===== src/rtl/lpm_deser_pkg.sv =====
// Shared constants and helpers for the LPM deserializer and its output queue.
package lpm_deser_pkg;

  localparam string DIR_LEFT  = "LEFT";
  localparam string DIR_RIGHT = "RIGHT";
  localparam int    QDEPTH    = 2;

  // Width needed to hold values 0..n-1, never less than one bit.
  function automatic int clog2(input int n);
    int r;
    for (r = 0; (1 << r) < n; r++) begin
    end
    return (r < 1) ? 1 : r;
  endfunction

endpackage


===== src/rtl/lpm_deser_queue.sv =====
// Small in-order register FIFO; head is always entry 0 and reads as zero when empty.
// A push and a pop on the same edge are both honoured, even when the queue is full.
module lpm_deser_queue
  import lpm_deser_pkg::*;
#(
  parameter int WIDTH = 8,
  parameter int DEPTH = QDEPTH
) (
  input  logic             clock,
  input  logic             aclr_n,
  input  logic             clear,
  input  logic             push,
  input  logic             pop,
  input  logic [WIDTH-1:0] data,
  output logic [WIDTH-1:0] head,
  output logic             full,
  output logic             empty
);

  localparam int CW = clog2(DEPTH + 1);

  logic [WIDTH-1:0] mem     [DEPTH];
  logic [WIDTH-1:0] mem_nxt [DEPTH];
  logic [CW-1:0]    count, count_nxt, wr_idx;
  logic             do_pop, do_push;

  // NOTE: every variable gets a default at the top of always_comb so no path
  // leaves it unassigned, which would otherwise infer a latch.
  always_comb begin
    mem_nxt   = mem;
    count_nxt = count;
    do_pop    = pop && (count != '0);
    do_push   = push && ((count != CW'(DEPTH)) || do_pop);
    wr_idx    = do_pop ? count - CW'(1) : count;

    if (do_pop) begin
      for (int i = 0; i < DEPTH - 1; i++) mem_nxt[i] = mem[i+1];
      mem_nxt[DEPTH-1] = '0;
    end
    if (do_push) begin
      for (int i = 0; i < DEPTH; i++)
        if (wr_idx == CW'(i)) mem_nxt[i] = data;
    end
    count_nxt = wr_idx + (do_push ? CW'(1) : CW'(0));
  end

  // NOTE: the storage is reset (not just the count) because the head must read
  // as zero whenever the queue is empty; unused slots are kept at zero too.
  always_ff @(posedge clock or negedge aclr_n) begin
    if (!aclr_n) begin
      count <= '0;
      for (int i = 0; i < DEPTH; i++) mem[i] <= '0;
    end else if (clear) begin
      count <= '0;
      for (int i = 0; i < DEPTH; i++) mem[i] <= '0;
    end else begin
      count <= count_nxt;
      mem   <= mem_nxt;
    end
  end

  assign head  = mem[0];
  assign full  = (count == CW'(DEPTH));
  assign empty = (count == '0);

endmodule


===== src/rtl/lpm_deserializer.sv =====
// Rebuilds lpm_width-bit words from an lpm_shiftreg shiftout stream, with frame
// resynchronisation and a small valid/ready output queue.
module lpm_deserializer
  import lpm_deser_pkg::*;
#(
  parameter int    lpm_width     = 8,
  parameter string lpm_direction = "LEFT",
  parameter string lpm_type      = "lpm_deserializer"
) (
  input  logic                           clock,
  input  logic                           aclr_n,
  input  logic                           sclr,
  input  logic                           shiftin,
  input  logic                           shift_en,
  input  logic                           frame,
  output logic [lpm_width-1:0]           q,
  output logic                           q_valid,
  input  logic                           q_ready,
  output logic [clog2(lpm_width)-1:0]    bit_count,
  output logic                           overrun,
  output logic                           frame_err
);

  localparam int CW       = clog2(lpm_width);
  localparam bit DIR_OK   = (lpm_direction == DIR_LEFT) || (lpm_direction == DIR_RIGHT);
  localparam bit IS_RIGHT = (lpm_direction == DIR_RIGHT);

  if (!DIR_OK) begin : g_bad_dir
    $error("%s: unsupported lpm_direction \"%s\", behaving as LEFT", lpm_type, lpm_direction);
  end

  logic [lpm_width-1:0] acc, shifted, fresh;
  logic                 word_done, push, pop, full, empty;

  // LEFT puts the first bit at the MSB end; RIGHT walks it down to the LSB.
  if (IS_RIGHT) begin : g_right
    assign shifted = {shiftin, acc[lpm_width-1:1]};
    assign fresh   = {shiftin, {(lpm_width-1){1'b0}}};
  end else begin : g_left
    assign shifted = {acc[lpm_width-2:0], shiftin};
    assign fresh   = {{(lpm_width-1){1'b0}}, shiftin};
  end

  // A frame bit always starts a new word, so it can never complete one.
  assign word_done = shift_en && !frame && (bit_count == CW'(lpm_width - 1));
  assign push      = word_done && !sclr;
  assign pop       = q_valid && q_ready && !sclr;
  assign q_valid   = !empty;

  lpm_deser_queue #(
    .WIDTH (lpm_width),
    .DEPTH (QDEPTH)
  ) u_queue (
    .clock (clock),
    .aclr_n(aclr_n),
    .clear (sclr),
    .push  (push),
    .pop   (pop),
    .data  (shifted),
    .head  (q),
    .full  (full),
    .empty (empty)
  );

  // NOTE: sequential state uses non-blocking assignments so every register
  // samples pre-edge values regardless of statement order.
  always_ff @(posedge clock or negedge aclr_n) begin
    if (!aclr_n) begin
      acc       <= '0;
      bit_count <= '0;
      overrun   <= 1'b0;
      frame_err <= 1'b0;
    end else if (sclr) begin
      acc       <= '0;
      bit_count <= '0;
      overrun   <= 1'b0;
      frame_err <= 1'b0;
    end else begin
      if (shift_en) begin
        if (frame) begin
          acc       <= fresh;
          bit_count <= CW'(1);
          if (bit_count != '0) frame_err <= 1'b1;
        end else begin
          acc       <= shifted;
          bit_count <= word_done ? '0 : bit_count + CW'(1);
        end
      end
      if (push && full && !pop) overrun <= 1'b1;
    end
  end

endmodule


===== config.mk =====
export PLATFORM = sky130hd
export DESIGN_NAME = lpm_deserializer
export DESIGN_NICKNAME = d
export VERILOG_FILES = /design/src/rtl/lpm_deser_pkg.sv /design/src/rtl/lpm_deser_queue.sv /design/src/rtl/lpm_deserializer.sv
export SDC_FILE = /design/constraint.sdc
export NUM_CORES = 1
export LEC_CHECK = 0
export BUFFER_PORTS_ARGS = -buffer_cell sky130_fd_sc_hd__buf_4
export CORE_MARGIN = 2
export CORE_UTILIZATION = 30
export CTS_CLUSTER_SIZE = 28
export DETAILED_ROUTE_END_ITERATION = 16
export PLACE_DENSITY = 0.48
export SYNTH_ARGS = -nofsm -noshare
export SYNTH_HDL_FRONTEND = slang
export SYNTH_SLANG_ARGS = --single-unit
export TNS_END_PERCENT = 50

===== constraint.sdc =====
create_clock -name clock -period 2.1 [get_ports clock]
set_input_delay 0.105 -clock clock [delete_from_list [all_inputs] [get_ports clock]]
set_output_delay 0.105 -clock clock [all_outputs]
set_load 0.005 [all_outputs]

==> out/results.txt, run 1 <==
Max Root-Sink Buffers -> 2
pin count of the biggest net entering global routing -> 31
critical path arrival -> 2.13 ns
H-tree depth -> 2
# Max-Cap Violations -> 0
skew final -> 0.00556 ns
root buffer cell -> clkbuf_8
Setup crit end -> u_queue.mem[0]
fill count -> 552
Period minus WS final -> 1.97 ns
RSZ-0062 raised after global routing -> false
TritonCTS buffer count -> 5
1st-pass router iterations -> 4
Levels on crit path -> 6
initial core utilization -> 31.6%
top cell type's share of synthesized area -> 45.7%
Crit-path slowest cell -> dfrtp_1
number of global-route vias before repair -> 1,149
CP endpoint kind -> register
Pleak -> 0.000938 µW
crit-path cells -> inv_2, ha_2, nor3b_4, mux2_4, o211ai_4, mux2_2
PwrDens -> 580 nW/µm²
Worst setup SP type -> register
CP top delay family -> multiplexers
maximum clock frequency -> 507 MHz
synth top area cells -> dfrtp_1 46%, mux2_2 10%, nor2b_1 6.5%
global-route wire length before repair -> 5700 µm
Yosys reg bits -> 30
DRC -> 0
row cnt -> 26
Worst Setup SP -> u_queue.count[0]
share of cells above drive strength 1 -> 30.2%
Hold Fails Final Rpt -> 0
post-synthesis cell count -> 162
Core Area -> 5200 µm²
Final nets -> 194
setup violators final -> 0
Most used DFF post-synth -> dfrtp_1
CP max FO -> 8
initial antenna violation count -> 0
Setup WS pre-CTS -> 0.0293 ns
Die Y-Extent -> 78.0 µm
clock latency on the worst-skew pair -> 0.28 ns
R2R cell count -> 6
fin crit share -> 93.8%
I/O Buffers -> 20
clk slew on worst S/H paths -> 0.06 ns
Chip Width -> 78.0 µm
All-Layer GR Usage -> 12.3%
Multi-input gate area -> 790 µm²
cell taking the most area after synthesis -> dfrtp_1
Via density -> 4.56
Die Area -> 6090 µm²
wirelength, routed -> 3370 µm
CP peak stage delay -> 0.39 ns
final setup margin -> 0.129 ns
Peak VDD IR -> 0.268 mV
beginning of the worst register-to-register path -> u_queue.count[0]
Post-synth EDFFs -> 0
Yosys cell types -> 31
Seq/Total Area, Yosys -> 45.7%
Mean Syn Cell Area -> 10.1 µm²
vias -> 1,150
WP data required -> 2.26 ns
antenna diode count -> 0
Reg2Reg Setup Slack -> 0.13 ns
synth warn -> 0
share of flip-flops with an asynchronous set or reset -> 100%
IO Pins -> 21
DP HPWL -> 2340 µm
run status -> complete, no violations
Iter 0 DRT Violations -> 75
max-slew violations -> 0
TNS Setup -> 0 ns
FF-to-FF End -> u_queue.mem[0]
post-synth design cell area -> 1640 µm²
Placer Congestion -> 0.805
CTS tree -> built
worst path bufs/invs -> 1
HP Class -> input pin to register
Syn-to-layout area delta -> 18.2%
DRT antenna net count -> 0
clock sinks -> 30
Slew headroom -> 73.2%
routed wire length per instance -> 13.4 µm
GRT Residual Overflow -> 0
register area -> 751 µm²
Syn Nets -> 175
measured slew at the worst slew-check pin -> 0.402 ns
CP Class -> register to register
-- how the worst min path moves through the flow --
| stage | from | to | depth (start not counted) |
|---|---|---|---|
| after floorplan | aclr_n | acc[0] | 0 |
| after global placement | aclr_n | u_queue.head[1] | 1 |
| after detailed placement | aclr_n | u_queue.head[0] | 1 |
| after CTS | shiftin | acc[0] | 3 |
| after global routing | shiftin | acc[0] | 3 |
| final | shiftin | acc[0] | 3 |
-- layer usage --
layer  GRT usage, %  wire [µm]  vias to the layer above
li1               -          -                      565
met1           15.6       1520                      561
met2           19.7       1660                       19
met3           4.02        148                        5
met4           4.21         46                        0
met5              0          0                        -
-- placed cells by master (no fill, tap or decap) --
cell type | Yosys | layout
nor4_1 | 1 | 1
dlygate4sd3_1 | 0 | 1
nor2_1 | 14 | 14
nor3b_4 | 1 | 1
nand2b_1 | 3 | 3
a2bb2oi_1 | 1 | 1
nor3_2 | 1 | 1
a21oi_1 | 15 | 15
nand2_1 | 16 | 16
and3_1 | 1 | 1
xnor2_1 | 1 | 1
a21boi_0 | 1 | 1
ha_2 | 0 | 1
and3b_1 | 1 | 1
and2_1 | 8 | 8
ha_1 | 6 | 5
buf_4 | 8 | 26
nand3b_1 | 1 | 1
a41oi_1 | 1 | 1
mux2i_1 | 1 | 1
mux2_2 | 15 | 15
dfrtp_1 | 30 | 30
o211ai_4 | 1 | 1
inv_2 | 0 | 1
nor2b_1 | 17 | 17
clkinv_2 | 0 | 1
mux2_4 | 1 | 1
xor2_1 | 1 | 1
clkbuf_8 | 0 | 6
clkbuf_1 | 6 | 1
o21ai_2 | 1 | 1
inv_1 | 5 | 4
a31oi_1 | 1 | 1
a211oi_1 | 1 | 1
mux2_1 | 1 | 1
-- worst reg2reg max path: cells and delay by family (launching register included) --
kind                     cells  cell delay (ns)
flip-flops                   1             0.39
multiplexers                 2             0.74
adder cells (fa/ha/maj)      1             0.22
AND/OR/NAND/NOR              1             0.27
AO/OA/AOI/OAI                1             0.15
buffers and inverters        1             0.08
-- cell families after synthesis --
kind of cell	count (synthesis)	synth area share (%)
and+or+nand+nor	64	21.0
DFF	30	45.7
AOI/OAI and AO/OA	22	8.75
buffers and inverters	20	6.47
muxes	18	12.5
adders and majority gates	6	4.57
xor gates and xnor gates	2	1.07
-- through the flow --
| stage | total power, µW | hold slack, ns | utilization, % | cell area (µm²) | cells |
|---|---|---|---|---|---|
| 2_1_floorplan | 625 | -0.191 | - | 1640 | 162 |
| 3_3_place_gp | 663 | 0.0634 | 35.2 | 1830 | 242 |
| 3_5_place_dp | 664 | 0.0643 | 35.2 | 1830 | 242 |
| 4_1_cts | 1150 | 0.0757 | 37.1 | 1930 | 251 |
| 5_1_grt | 1190 | 0.0965 | 37.3 | 1940 | 252 |
| 6_report | 1130 | 0.0785 | 37.3 | 1940 | 252 |
-- flip-flops by register name, indices dropped and copies added, names as in the netlist --
name	count
overrun	1
u_queue.head	8
acc	7
u_queue.mem	8
frame_err	1
u_queue.count	2
bit_count	3
-- power by group --
part           total, µW  internal [µW]  switching, µW
clock                473            264            209
sequential           587            583           4.28
combinational       66.4           24.8           41.6
total               1130            871            255
-- synthesized netlist by cell type (3+ instances only) --
library cell,number
buf_4,8
nand2b_1,3
clkbuf_1,6
nor2_1,14
a21oi_1,15
mux2_2,15
dfrtp_1,30
and2_1,8
inv_1,5
nand2_1,16
ha_1,6
nor2b_1,17
-- final cells by class --
class,count,share of cell area [%]
multi-input cells,112,40.6
flip-flops and latches,30,38.6
repair buffers,27,10.6
well taps,70,4.51
clock buffers,7,4.44
inverters,5,0.966
clock inverters,1,0.258
-- repair_timing --
| item | CTS | global route |
|---|---|---|
| buffers inserted | 0 | 1 |
| hold buffers | 1 | 0 |
| hold endpoints to repair | 30 | 0 |
| endpoints found under the setup margin | 0 | 8 |
| gates resized for setup | 0 | 2 |
Power figures use the tool's default switching activity.
==> inputs of run 2 (changes only) <==
--- a/config.mk
+++ b/config.mk
@@ -11,6 +11,7 @@
 export CTS_CLUSTER_SIZE = 28
 export DETAILED_ROUTE_END_ITERATION = 16
 export PLACE_DENSITY = 0.48
+export REMOVE_ABC_BUFFERS = 1
 export SYNTH_ARGS = -nofsm -noshare
 export SYNTH_HDL_FRONTEND = slang
 export SYNTH_SLANG_ARGS = --single-unit
==> run 2 against run 1 <==
  * Design area shrank 0.77%
  * Sequential cell count is the same
  * Highest routed layer unchanged
  * First-iteration DRC count grew 36%
  * Hold slack lost 0.0092 ns
  * Total power shrank 4.0%
  * Maximum frequency shrank 1.1%
  * Sequential power is essentially flat
==> out/results.txt, run 2 (synthesis gave the netlist of run 1 again) <==
run status -> complete, no violations
skew final -> 0.00628 ns (+0.000725 ns)
vias -> 1,150 (unchanged)
RSZ-0062 raised after global routing -> false
PwrDens -> 561 nW/µm² (-3.2%)
Via density -> 4.58 (+0.40%)
DRC -> 0 (unchanged)
Hold Fails Final Rpt -> 0 (unchanged)
row cnt -> 26 (unchanged)
Die Area -> 6090 µm² (unchanged)
Iter 0 DRT Violations -> 102 (+36%)
DP HPWL -> 2320 µm (-0.93%)
CP Class -> register to register
root buffer cell -> clkbuf_8
wirelength, routed -> 3350 µm (-0.59%)
WP data required -> 2.26 ns (about the same)
dpl cell area -> 1830 µm² (unchanged)
Syn-to-layout area delta -> 17.3%
initial antenna violation count -> 0 (unchanged)
GRT Residual Overflow -> 0 (unchanged)
HP Class -> input pin to register
Worst setup SP type -> register
share of cells above drive strength 1 -> 28.7% (-1.5 points)
most frequent cells in the layout -> 30 x dfrtp_1, 26 x buf_4, 17 x nor2b_1
Final nets -> 194 (unchanged)
CTS tree -> built
TritonCTS buffer count -> 5 (unchanged)
fin crit share -> 94.9% (+1.0 points)
clock latency on the worst-skew pair -> 0.27 ns (about the same)
CP endpoint kind -> register
H-tree depth -> 2 (unchanged)
critical path arrival -> 2.15 ns (+0.02 ns)
max-slew violations -> 0 (unchanged)
I/O Buffers -> 20 (unchanged)
clock sinks -> 30 (unchanged)
most common cell after layout, fill and taps aside -> dfrtp_1
measured slew at the worst slew-check pin -> 0.403 ns (+0.00124 ns)
Period minus WS final -> 1.99 ns (+0.0215 ns)
CP max FO -> 8 (unchanged)
clk slew on worst S/H paths -> 0.06 ns (about the same)
Max Root-Sink Buffers -> 2 (unchanged)
pin count of the biggest net entering global routing -> 31 (unchanged)
TNS Setup -> 0 ns (unchanged)
IO Pins -> 21 (unchanged)
# Max-Cap Violations -> 0 (unchanged)
Placer Congestion -> 0.815 (+1.2%)
routed wire length per instance -> 13.4 µm (-0.20%)
All-Layer GR Usage -> 12.1% (-0.14 points)
1st-pass router iterations -> 4 (unchanged)
number of global-route vias before repair -> 1,107 (-3.7%)
antenna diode count -> 0 (unchanged)
Pleak -> 0.000928 µW (-1.1%)
Chip Width -> 78.0 µm (unchanged)
initial core utilization -> 31.6% (unchanged)
setup violators final -> 0 (unchanged)
maximum clock frequency -> 502 MHz (-1.1%)
Die Y-Extent -> 78.0 µm (unchanged)
DRT antenna net count -> 0 (unchanged)
Peak VDD IR -> 0.331 mV (+24%)
Slew headroom -> 73.1% (-0.083 points)
Final Cell Area -> 1930 µm² (-0.77%)
global-route wire length before repair -> 5690 µm (-0.12%)
Hold Slack -> 0.0693 ns (-0.00921 ns)
Core Area -> 5200 µm² (unchanged)
[run 2: cell types whose count changed in the layout (fill, tap and decap cells not counted), sizes merged]
cell / before / now
clkinv: 1 / 0
[run 2: through the flow]
| step | power [µW] | instances | utilization [%] | setup slack, ns |
|---|---|---|---|---|
| 5_1_grt | 1140 | 251 | 37.0 | 0.00380 |
| 3_5_place_dp | 664 | 242 | 35.2 | 0.0510 |
| 6_report | 1080 | 251 | 37.0 | 0.108 |
| 4_1_cts | 1110 | 250 | 36.9 | 0.0267 |
| 2_1_floorplan | 615 | 147 | - | 0.0987 |
| 3_3_place_gp | 663 | 242 | 35.2 | 0.137 |
[run 2: final timing paths]
| path | start | end | slack (ns) | depth (start not counted) |
|---|---|---|---|---|
| worst max-delay path | u_queue.count[0] | u_queue.head[4] | 0.11 | 8 |
| worst min-delay path | sclr | u_queue.count[0] | 0.07 | 2 |
| worst max register to register | u_queue.count[0] | u_queue.head[4] | 0.11 | 8 |
| worst min register to register | overrun | overrun | 0.51 | 2 |
| max in group asynchronous | aclr_n | u_queue.head[6] | 1.50 | 2 |
| min in group asynchronous | aclr_n | bit_count[2] | 0.30 | 2 |
[run 2: cell type report]
cell class	count	area [µm²]
Clock buffer	7	76.3
Fill cell	555	3280
Inverter	5	18.8
Multi-Input combinational cell	112	790
Sequential cell	30	751
Tap cell	70	87.6
Timing Repair Buffer	27	205
[run 2: power breakdown]
| part | internal (µW) | switching, µW |
|---|---|---|
| Combinational | 24.7 | 41.4 |
| Sequential | 583 | 4.46 |
| Clock | 228 | 201 |
[run 2: critical path, cell delays in order (launching register included)]
cell and delay (ns):
dfrtp_1 0.41, inv_1 0.16, ha_2 0.25, nor3b_4 0.06, buf_4 0.14, and3_1 0.18
o21ai_2 0.13, buf_4 0.19, mux2_2 0.35
[run 2: per-layer routing]
metal / part of all wire (%) / wire length [µm] / track usage [%]
met5: 0 / 0 / 0
met1: 48 / 1610 / 16.0
met3: 3.6 / 122 / 3.68
met2: 47 / 1590 / 18.6
met4: 1.1 / 38 / 4.74
[run 2: repair_timing]
| item | in CTS | in global routing |
|---|---|---|
| setup endpoints to repair | 0 | 8 |
| resized for setup | 0 | 1 |
| endpoints found under the hold margin | 30 | 0 |
| setup buffers | 0 | 1 |
| hold buffers | 1 | 0 |
